## src/rtl/rv_plic_claim_ctrl.sv

```systemverilog
// Per-target PLIC claim/complete controller: claim handshake FSM with post-claim
// irq blanking, one-hot gateway claim/complete pulses and the claimed-ID bitmap.
module rv_plic_claim_ctrl #(
  parameter  int N_SOURCE     = 32,
  parameter  int BLANK_CYCLES = 2,
  localparam int SrcWidth     = $clog2(N_SOURCE)
) (
  input  logic                clk_i,
  input  logic                rst_ni,
  input  logic                irq_i,
  input  logic [SrcWidth-1:0] irq_id_i,
  input  logic                claim_req_i,
  output logic                claim_ready_o,
  output logic                claim_rsp_valid_o,
  output logic [SrcWidth-1:0] claim_id_o,
  input  logic                complete_req_i,
  input  logic [SrcWidth-1:0] complete_id_i,
  output logic                complete_err_o,
  output logic [N_SOURCE-1:0] claim_o,
  output logic [N_SOURCE-1:0] complete_o,
  output logic [N_SOURCE-1:0] claimed_o,
  output logic                irq_o
);

  if (BLANK_CYCLES < 1 || BLANK_CYCLES > 15) begin : g_bad_blank
    $error("BLANK_CYCLES must be in 1..15");
  end

  typedef enum logic [1:0] {IDLE, RESP, BLANK} state_e;

  state_e              state_q;
  logic [3:0]          blank_cnt_q;
  logic                ready_q;
  logic                rsp_valid_q;
  logic [SrcWidth-1:0] claim_id_q;
  logic [N_SOURCE-1:0] claim_q;
  logic [N_SOURCE-1:0] claimed_q, claimed_d;
  logic [N_SOURCE-1:0] complete_q, complete_d;
  logic                complete_err_q, complete_err_d;
  logic [SrcWidth-1:0] cap_id;
  logic [N_SOURCE-1:0] complete_hot;
  logic                complete_legal;

  // ID 0 and out-of-range IDs decode to no gateway at all.
  function automatic logic [N_SOURCE-1:0] id_to_onehot(input logic [SrcWidth-1:0] id);
    id_to_onehot = '0;
    if (id != '0 && int'(id) < N_SOURCE) id_to_onehot[id] = 1'b1;
  endfunction

  assign cap_id = irq_i ? irq_id_i : '0;

  // Registered ready doubles as the "FSM is in IDLE" flag for irq gating, so
  // both stay low throughout reset and the first cycle after release.
  // NOTE: sequential state uses non-blocking (<=) so every flop samples pre-edge values.
  always_ff @(posedge clk_i or negedge rst_ni) begin
    if (!rst_ni) begin
      state_q     <= IDLE;
      blank_cnt_q <= '0;
      ready_q     <= 1'b0;
      rsp_valid_q <= 1'b0;
      claim_id_q  <= '0;
      claim_q     <= '0;
    end else begin
      rsp_valid_q <= 1'b0;
      claim_id_q  <= '0;
      claim_q     <= '0;
      case (state_q)
        IDLE: begin
          ready_q <= 1'b1;
          if (claim_req_i && ready_q) begin
            state_q     <= RESP;
            ready_q     <= 1'b0;
            rsp_valid_q <= 1'b1;
            claim_id_q  <= cap_id;
            claim_q     <= id_to_onehot(cap_id);
          end
        end
        RESP: begin
          state_q     <= BLANK;
          blank_cnt_q <= 4'(BLANK_CYCLES);
        end
        BLANK: begin
          if (blank_cnt_q == 4'd1) begin
            state_q     <= IDLE;
            blank_cnt_q <= '0;
            ready_q     <= 1'b1;
          end else begin
            blank_cnt_q <= blank_cnt_q - 4'd1;
          end
        end
        default: state_q <= IDLE;
      endcase
    end
  end

  // A complete is judged against the registered bitmap, so one racing the RESP
  // of the same ID still sees the bit clear.
  // NOTE: every always_comb output gets a default first; no path may leave one unassigned (latch).
  always_comb begin
    complete_hot   = id_to_onehot(complete_id_i);
    complete_legal = complete_req_i && |(complete_hot & claimed_q);
    complete_d     = complete_legal ? complete_hot : '0;
    complete_err_d = complete_req_i && !complete_legal;
    claimed_d      = (claimed_q & ~complete_q) | claim_q;
  end

  always_ff @(posedge clk_i or negedge rst_ni) begin
    if (!rst_ni) begin
      claimed_q      <= '0;
      complete_q     <= '0;
      complete_err_q <= 1'b0;
    end else begin
      claimed_q      <= claimed_d;
      complete_q     <= complete_d;
      complete_err_q <= complete_err_d;
    end
  end

  assign claim_ready_o     = ready_q;
  assign claim_rsp_valid_o = rsp_valid_q;
  assign claim_id_o        = claim_id_q;
  assign claim_o           = claim_q;
  assign complete_o        = complete_q;
  assign complete_err_o    = complete_err_q;
  assign claimed_o         = claimed_q;
  assign irq_o             = irq_i & ready_q;

  a_claim_onehot: assert property (@(posedge clk_i) disable iff (!rst_ni) $onehot0(claim_o));
  a_complete_onehot: assert property (@(posedge clk_i) disable iff (!rst_ni) $onehot0(complete_o));

endmodule

```

## config.mk

```make
export PLATFORM = sky130hd
export DESIGN_NAME = rv_plic_claim_ctrl
export DESIGN_NICKNAME = d
export VERILOG_FILES = /design/src/rtl/rv_plic_claim_ctrl.sv
export SDC_FILE = /design/constraint.sdc
export NUM_CORES = 1
export LEC_CHECK = 0
export ABC_AREA = 1
export CAP_MARGIN = 15
export CORE_UTILIZATION = 48
export DETAILED_ROUTE_END_ITERATION = 10
export PLACE_DENSITY = 0.87
export SYNTH_ARGS = -nofsm -noshare
export SYNTH_HDL_FRONTEND = slang
export SYNTH_SLANG_ARGS = --single-unit
```

## constraint.sdc

```tcl
create_clock -name clk_i -period 2 [get_ports clk_i]
set_input_delay 0.2 -clock clk_i [delete_from_list [all_inputs] [get_ports clk_i]]
set_output_delay 0.2 -clock clk_i [all_outputs]
set_load 0.005 [all_outputs]
```

==> summary.txt <==
Run status
  • Outcome: finished with violations
  • Failing checks: DRC

Synth
  • Syn Area/Cell: 9.90 um2
  • Register area share after synthesis: 62.6%
  • Area of the mapped netlist: 0.00439 mm2
  • Leading post-synthesis cells by cell area: dfrtp_1 (63%), nand2_1 (6.4%), nor2_1 (5.6%), o21bai_1 (5.5%), inv_1 (5.0%)
  • Cells after Synth: 444
  • Yosys top cell area share: 62.6%
  • Synth unique cells: 23
  • Yosys top cell by area: dfrtp_1
  • Total number of yosys warnings: 0
  • Flop and latch count out of synthesis: 110

GRT
  • GR Util met1: 35.2%
  • Gr busiest metal: met2
  • Vias in the first global route: 3734
  • Largest net degree at the start of global routing: 56
  • M3 GR Usage: 4.32%
  • Gr usage total: 26.0%
  • Initial antenna violation count: 0
  • First-pass GRT wire length: 19100 um
  • Met2 usage: 42.3%
  • Grt total ovfl: 0

Clock tree
  • Root buffer cell: clkbuf_8
  • Max H-tree Level: 3
  • Clock Tree Buf Depth: 2
  • CTS Buf Count: 9
  • Post-CTS Setup Bufs: 0
  • Worst skew pair latency: 0.36 ns
  • Sink Count: 110
  • CTS tree: yes
  • Clock transition at path regs: 0.10 ns

Setup path
  • CP startpoint kind: input port
  • Most common cell on crit path: nand2_1
  • Worst path cell trace: clkdlybuf4s50_1 -> buf_4 -> nand2_2 -> nor2_4 -> nand3_1 -> nand2_1 -> nor2_2 -> nand2_1 -> nor2_1 -> nand2_1 -> nand2_2 -> buf_12 -> nor2_2
  • Crit-path max FO: 18
  • Critical Path Slowest Stage Cell: clkdlybuf4s50_1
  • Crit path from: complete_id_i[3]
  • Worst EP arrival: 2.13 ns
  • Worst path top cell family by delay: simple AND/OR/NAND/NOR gates
  • Worst Path Buf+Inv: 3
  • Worst Path Required: 2.25 ns
  • FF-to-FF Start: state_q[0]
  • Worst setup EP type: flip-flop
  • Kind of critical path: input port to flip-flop
  • CP max stage delay: 0.55 ns

Layout
  • P&R area growth vs syn: 39.1%
  • Fin nets: 613
  • Diodes inserted: 0
  • Layout cells sized above 1: 15.1%
  • Design area: 0.00611 mm2
  • Layout Cells excl Fill: 706

STA
  • Skew final: 0.0121 ns
  • Final Hold Fails: 0
  • Period utilisation layout: 94.0%
  • Crit path setup slack, layout: 0.121 ns
  • # setup viols final: 0
  • RSZ-0062 raised after global routing: false
  • Pins Over Slew Limit: 0
  • F_max: 532 MHz
  • Setup TNS Final: 0 ns
  • Tmin final: 1.88 ns

Placement
  • Placement Cell Area: 0.00590 mm2
  • Placer Congestion: 0.844
  • Port-buffer cells: 119
  • HPWL Detailed: 8730 um
  • Placed Cells: 689
  • Post-place setup slack: -0.450 ns

Route
  • Vias: 3664
  • Final WL: 11600 um
  • Number of vias per cell: 5.19
  • Post-DR wirelength/cell: 16.4 um
  • # DRC: 20
  • Number of routed nets with antenna violations: 0
  • DRT Pass-1 Iters: 8
  • DR iter-0 viols: 276

Flow run
  • Max Cap Viol: 0

Die
  • Die Y: 97.7 um
  • Core Rows: 34
  • Initial Utilization: 49.9%
  • IO Pins: 120
  • Core Region: 0.00881 mm2
  • Die width: 97.7 um
  • Die area: 0.00954 mm2

Power and ir drop
  • Combinational fraction of design power: 24.2%
  • Pwr dens: 846 mW/mm2
  • Final Power: 5.17 mW
  • Sw frac: 30.7%
  • Internal power: 3.58 mW
  • Sw power: 1.59 mW
  • Clock Power Share: 24.0%
  • VDD IR max: 0.592 mV
  • Leak: 2.80 nW
  • Sequential fraction of design power: 51.7%

Min path
  • Worst min path class: input port to asynchronous set/reset pin
-- worst register-to-register path, delay by kind of cell, from the launching register on --
family	cells	cell delay, ns
simple gates	4	0.79
flops	1	0.41
buf+inv	3	0.28
fa+ha+maj	1	0.17
-- cell usage in the layout, fill, tap and decap left out, types with 5 or more instances in the layout --
cell type and n:
nand2_1 74, clkdlybuf4s50_1 118, nor2_1 63, o21ai_0 6
nand3_1 25, nand4_1 9, o21bai_1 32, buf_4 24
dfrtp_1 110, clkbuf_8 10, ha_1 5, nor2_2 35
inv_1 58
-- routing by layer --
layer | part of all wire (%) | wire length, um | vias to the layer above
met5 | 0 | 0 | -
met4 | 2.2 | 251 | 0
met3 | 7.4 | 860 | 26
met2 | 49 | 5730 | 166
met1 | 41 | 4760 | 1809
li1 | - | - | 1663
-- power groups by stage --
stage          clock network [mW]  logic, mW  registers, mW
2_1_floorplan                   0      0.519           2.67
3_3_place_gp                    0       1.17           2.71
3_5_place_dp                    0       1.24           2.72
4_1_cts                      1.27       1.25           2.67
5_1_grt                      1.36       1.38           2.71
6_report                     1.24       1.25           2.68
-- through the flow --
stage	util, %	hold WS (ns)
final	69.4	0.281
after global routing	69.4	0.304
after CTS	69.3	0.298
after detailed placement	67.1	0.143
after global placement	67.1	0.134
after floorplan	-	-0.0956
-- cells by family (layout without fill, tap and decap cells) --
logic type / Yosys count / after routing / share of synthesized area (%)
adders and majority gates: 5 / 5 / 1.42
and+or+nand+nor: 214 / 214 / 22.2
other: 1 / 2 / 0.0853
AOI/OAI and AO/OA: 42 / 42 / 6.69
buffers and inverters: 71 / 224 / 6.81
xor gates and xnor gates: 1 / 1 / 0.199
DFF: 110 / 110 / 62.6
-- path summary, 6_finish.rpt --
check,slack (ns),to,cells after the start
max in group asynchronous,1.13,complete_o[20],3
setup reg to reg,0.28,claim_o[22],8
min in group clk_i,0.45,claimed_o[29],1
setup / recovery,0.12,complete_o[20],13
hold reg to reg,0.45,claimed_o[29],1
hold / removal,0.28,claimed_o[1],2
-- Yosys cell counts, drive strengths merged --
library cell  instances
clkbuf                1
nor2                102
conb                  1
a22oi                 1
xor2                  1
nand4                 9
ha                    5
o21bai               32
buf                   9
dfrtp               110
nand2                77
nand3                25
nor3                  1
a31oi                 1
inv                  61
o21ai                 6
a21oi                 2
-- timing repair --
| item | 4_1_cts | 5_1_grt |
|---|---|---|
| gates resized for setup | 1 | 4 |
| hold buffers | 1 | 0 |
| endpoints found under the hold margin | 23 | 0 |
| setup endpoints to repair | 31 | 27 |
-- state kept, by name, indices dropped and copies added, names as in the netlist --
register	count
state_q	2
claim_id_o	5
claim_rsp_valid_o	1
blank_cnt_q	4
claimed_o	32
complete_o	32
claim_ready_o	1
complete_err_o	1
claim_o	32
-- final cells by class --
class                   count  area, um2
clock buffers              10        138
well taps                 108        135
repair buffers            147       1450
flip-flops and latches    110       2750
fillers                   639       2690
multi-input cells         264       1360
clock inverters             6       45.0
inverters                  61        229
(Power assumes the default switching activity.)
